--- config.mk ---
export PLATFORM = sky130hd
export DESIGN_NAME = cam_capture_rgb444
export DESIGN_NICKNAME = d
export VERILOG_FILES = /design/src/rtl/cam_capture_rgb444.sv
export SDC_FILE = /design/constraint.sdc
export NUM_CORES = 1
export LEC_CHECK = 0
export ABC_AREA = 0
export CAP_MARGIN = 20
export CORE_AREA = 2 2 76 78
export DETAILED_ROUTE_END_ITERATION = 8
export DIE_AREA = 0 0 78 80
export PLACE_DENSITY = 0.73
export SYNTH_ARGS = -nofsm -noshare
export SYNTH_HDL_FRONTEND = slang
export SYNTH_SLANG_ARGS = --single-unit
--- constraint.sdc ---
create_clock -name CAM_pclk -period 1.5 [get_ports CAM_pclk]
set_input_delay 0.3 -clock CAM_pclk [delete_from_list [all_inputs] [get_ports CAM_pclk]]
set_output_delay 0.3 -clock CAM_pclk [all_outputs]
set_load 0.01 [all_outputs]
--- src/rtl/cam_capture_rgb444.sv ---
// OV7670 capture: assembles byte-serial RGB565 pixels, truncates to RGB444 and
// writes them linearly into the frame buffer, one whole VSYNC-delimited frame at a time.
//
// state   | meaning
// SYNC    | after reset, wait for vsync high so a partial frame is never captured
// VWAIT   | vertical blanking, wait for vsync low to start a frame
// BYTE_HI | expecting the high byte of a pixel
// BYTE_LO | high byte held, expecting the low byte
module cam_capture_rgb444 #(
  parameter int AW           = 15,
  parameter int DW           = 12,
  parameter int CAM_SCREEN_X = 160,
  parameter int CAM_SCREEN_Y = 120
) (
  input  logic          CAM_pclk,
  input  logic          rst,
  input  logic          CAM_vsync,
  input  logic          CAM_href,
  input  logic [7:0]    CAM_px_data,
  output logic          DP_RAM_regW,
  output logic [AW-1:0] DP_RAM_addr_in,
  output logic [DW-1:0] DP_RAM_data_in,
  output logic          frame_done,
  output logic          overflow
);

  typedef enum logic [1:0] {
    SYNC    = 2'd0,
    VWAIT   = 2'd1,
    BYTE_HI = 2'd2,
    BYTE_LO = 2'd3
  } state_t;

  // One extra pointer bit keeps the bound correct even when X*Y equals 2^AW.
  localparam logic [AW:0] NPIX = (AW+1)'(CAM_SCREEN_X * CAM_SCREEN_Y);

  state_t        state_q, state_d;
  logic [6:0]    hi_q, hi_d;
  logic [AW:0]   ptr_q, ptr_d;
  logic          regw_q, regw_d;
  logic [AW-1:0] addr_q, addr_d;
  logic [DW-1:0] data_q, data_d;
  logic          done_q, done_d;
  logic          ovf_q, ovf_d;
  logic [11:0]   rgb444;

  // Only the kept bits of the high byte are stored: R5[4:1] and G6[5:3].
  assign rgb444 = {hi_q[6:3], hi_q[2:0], CAM_px_data[7], CAM_px_data[4:1]};

  always_comb begin
    state_d = state_q;
    hi_d    = hi_q;
    ptr_d   = ptr_q;
    regw_d  = 1'b0;
    addr_d  = addr_q;
    data_d  = data_q;
    done_d  = 1'b0;
    ovf_d   = ovf_q;
    case (state_q)
      SYNC: begin
        if (CAM_vsync) state_d = VWAIT;
      end
      VWAIT: begin
        if (!CAM_vsync) begin
          state_d = BYTE_HI;
          ptr_d   = '0;
          ovf_d   = 1'b0;
        end
      end
      BYTE_HI: begin
        if (CAM_vsync) begin
          done_d  = 1'b1;
          state_d = VWAIT;
        end else if (CAM_href) begin
          hi_d    = {CAM_px_data[7:4], CAM_px_data[2:0]};
          state_d = BYTE_LO;
        end
      end
      BYTE_LO: begin
        if (CAM_vsync) begin
          done_d  = 1'b1;
          state_d = VWAIT;
        end else begin
          // href low here means the line ended on an odd byte; the held byte is dropped.
          state_d = BYTE_HI;
          if (CAM_href) begin
            if (ptr_q < NPIX) begin
              regw_d = 1'b1;
              addr_d = ptr_q[AW-1:0];
              data_d = DW'(rgb444);
              ptr_d  = ptr_q + (AW+1)'(1);
            end else begin
              ovf_d = 1'b1;
            end
          end
        end
      end
      default: state_d = SYNC;
    endcase
  end

  always_ff @(posedge CAM_pclk or negedge rst) begin
    if (!rst) begin
      state_q <= SYNC;
      hi_q    <= '0;
      ptr_q   <= '0;
      regw_q  <= 1'b0;
      addr_q  <= '0;
      data_q  <= '0;
      done_q  <= 1'b0;
      ovf_q   <= 1'b0;
    end else begin
      state_q <= state_d;
      hi_q    <= hi_d;
      ptr_q   <= ptr_d;
      regw_q  <= regw_d;
      addr_q  <= addr_d;
      data_q  <= data_d;
      done_q  <= done_d;
      ovf_q   <= ovf_d;
    end
  end

  assign DP_RAM_regW    = regw_q;
  assign DP_RAM_addr_in = addr_q;
  assign DP_RAM_data_in = data_q;
  assign frame_done     = done_q;
  assign overflow       = ovf_q;

endmodule

==> impl_results.md <==
* CP Capture Type: register
* Port bufs at 41
* PwrDens at 957 nW/µm²
* MaxCap Viol Count at 0
* Fin. max-slew vios at 0
* Fraction of layout cells with a size suffix above 1 at 37.1%
* CTS Buf Count at 5
* Crit Path Category: reg -> reg
* Crit-path cells: a21o_1, a311oi_2, buf_4, nand2_4, buf_12, mux2_4
* Io pins at 42
* Top post-synthesis cells by area: dfrtp_1 (56%), mux2_4 (12%), mux2_2 (6.9%), a31oi_1 (3.6%), nand3b_1 (2.4%)
* Diode count at 0
* Failing checks: setup timing
* CTS tree: yes
* Placed insts at 333
* Total power at 3.35 mW
* Detail Route Antenna Nets at 0
* Most common cell after layout, fill and taps aside: dfrtp_1
* Slew HR at 79.0%
* Final core occ at 64.8%
* GRT Util Overall at 18.0%
* Crit. Startpoint: ptr_q[9]
* Clk_lat worst skew at 310 ps
* Maximum vdd drop at 699 µV
* Setup slack after layout at -174 ps
* Tcrit/Tclk final at 112%
* Worst-Margin Slew at 311 ps
* FF-to-FF Start: ptr_q[9]
* Pre-antenna DRT Iters at 5
* Vias at 1895
* R2R setup slack at -170 ps
* Commonest cells after routing, fill and taps aside: dfrtp_1 (55), buf_4 (36), mux2_4 (26), dlygate4sd2_1 (26), a31oi_1 (14)
* CORE AREA at 5410 µm²
* Synthesized instance count at roughly 190
* Post-synth EDFFs at 0
* Post-synth ARST share at between 90% and 100%
* DR iter-0 viols at 118
* Slowest stage delay, CP at 390 ps
* DPL Wire Length at about 3400 µm
* Status: finished, violations left
* Final Routed Wirelength at 5570 µm
* Flop and latch count out of synthesis at 55
* Critical path buffers and inverters at 2
* Worst path slowest cell: dfrtp_1
* Post-Syn Nets at 201
* GRT overflow at 0
* Fin cells at between 300 and 400
* P&R area growth vs syn at 42.3%
* Register area share after synthesis at 55.9%
* Data arrival time of the worst path at approximately 1900 ps
* Fin. Hold Viols at 0
* CP Max Fanout at 15
* GP Congestion at 0.853
* Syn Std Cell Area at around 2500 µm²
* Critical path required time at 1700 ps
* Initial antenna violation count at 0
* DRC violations left at 0
* Max Clock Freq at 0.597 GHz
* Die Y at around 80 µm
* WP depth at 6
* Startpoint Class: register
* Type of the most critical hold path: reg -> reg
* Die W at 78 µm
* Post-synth top area cell: dfrtp_1
* Maximum buffer depth of the clock tree at 2
* Synth cell types at 34
* Htree depth at 2
* Leakage power at 1.79 nW
* CP endpoint: DP_RAM_data_in[8]
* CTS Sinks at 55
* Minimum clock period at 1670 ps
* Top_reg_cell synth: dfrtp_1
* Synth warn at 0
* DR vias/cell at ~5.4
* RSZ-0062 raised after global routing: yes
* Num rows at 27
* Reg2reg end: DP_RAM_data_in[8]
* Post-Route Skew at a little over 8 ps
* Die ar. at 6240 µm²
* Syn_area_per_cell at 13.1 µm²
* Setup violations, final at between 40 and 50
* Starting Density at 45.5%
* Yosys top cell area share at between 50% and 60%
* CTS clk-pin slew, worst paths at approximately 100 ps
* First-pass GRT wire length at 8710 µm
* Largest net degree at the start of global routing at 56
* Layout Nets at 290
* CTS root buffer: clkbuf_8
* WL/cell at approximately 16 µm
* Crit path max-delay family: compound AO/OA/AOI/OAI gates
* Vias in the first global route at 1820
* FF-to-FF path depth at 6
## cells in the mapped netlist, drive strengths merged (2+ instances only)
master  instances
a21oi           4
a31oi          14
and2            3
and3            5
buf             7
dfrtp          55
inv             5
mux2           34
mux2i           2
nand2           6
nand2b          2
nand3           4
nand3b          8
nand4           6
nor2            6
nor3            2
nor4            2
o211ai          5
o21a            2
o21ai           4
or3             2
## cell type report
class | instances | area (µm²)
Clock buffer | 7 | 96.3
Clock inverter | 1 | 7.51
Fill cell | 420 | 1900
Inverter | 5 | 18.8
Multi-Input combinational cell | 121 | 1110
Sequential cell | 55 | 1380
Tap cell | 72 | 90.1
Timing Repair Buffer | 89 | 806
## worst min path at each step
| stage | start | endpoint | slack [ps] | cells past startpoint |
|---|---|---|---|---|
| final | DP_RAM_data_in[3] | DP_RAM_data_in[3] | 510 | 1 |
| after global routing | DP_RAM_addr_in[14] | DP_RAM_addr_in[14] | 520 | 1 |
| after CTS | hi_q[5] | DP_RAM_data_in[10] | 510 | 1 |
| after detailed placement | rst | DP_RAM_data_in[0] | 320 | 2 |
| after global placement | rst | hi_q[0] | 320 | 2 |
| after floorplan | rst | DP_RAM_addr_in[0] | 4 | 0 |
## per-stage QoR
stage	worst slack (ps)	instance area [µm²]	hold WS [ps]	TNS [ps]
after floorplan	-169	2480	4.41	-3740
after global placement	-352	3230	316	-15310
after detailed placement	-401	3230	320	-16990
after CTS	-155	3380	514	-4810
after global routing	-238	3500	519	-8000
final	-174	3500	510	-4930
## worst reg2reg max path: cells and delay by family, from the launching register on
| kind | cells | cell delay (ps) |
|---|---|---|
| AOI/OAI and AO/OA | 2 | 450 |
| DFF | 1 | 390 |
| buffers and inverters | 2 | 350 |
| muxes | 1 | 300 |
| and+or+nand+nor | 1 | 80 |
## power by group
part / internal, mW / switching (mW) / leakage, nW
Combinational: 0.418 / 0.258 / 1.01
Sequential: 1.67 / 0.103 / 0.729
Clock: 0.421 / 0.485 / 0.0505
## sequential cells by signal, indices dropped and copies added, names as in the netlist
signal / flops
overflow: 1
DP_RAM_regW: 1
DP_RAM_data_in: 12
state_q: 2
DP_RAM_addr_in: 15
frame_done: 1
ptr_q: 16
hi_q: 7
## layer usage
layer | wire length, µm | track usage (%)
met5 | 0 | 0
met4 | 94 | 7.19
met3 | 229 | 3.85
met2 | 2790 | 29.9
met1 | 2460 | 23.1
## cells by family after synthesis
| kind of cell | after synthesis | share of synthesized area [%] |
|---|---|---|
| compound gates | 34 | 9.35 |
| fa+ha+maj | 1 | 0.508 |
| buf+inv | 12 | 2.69 |
| flops | 55 | 55.9 |
| mux | 36 | 19.3 |
| simple gates | 50 | 12.3 |
## repair_timing
action,in CTS,in global routing
gates resized for setup,38,25
hold endpoints to repair,55,0
setup buffers,2,6
hold buffers,1,0
cloned,1,0
setup endpoints to repair,68,52
pin swaps,4,11
Power figures use the tool's default switching activity.
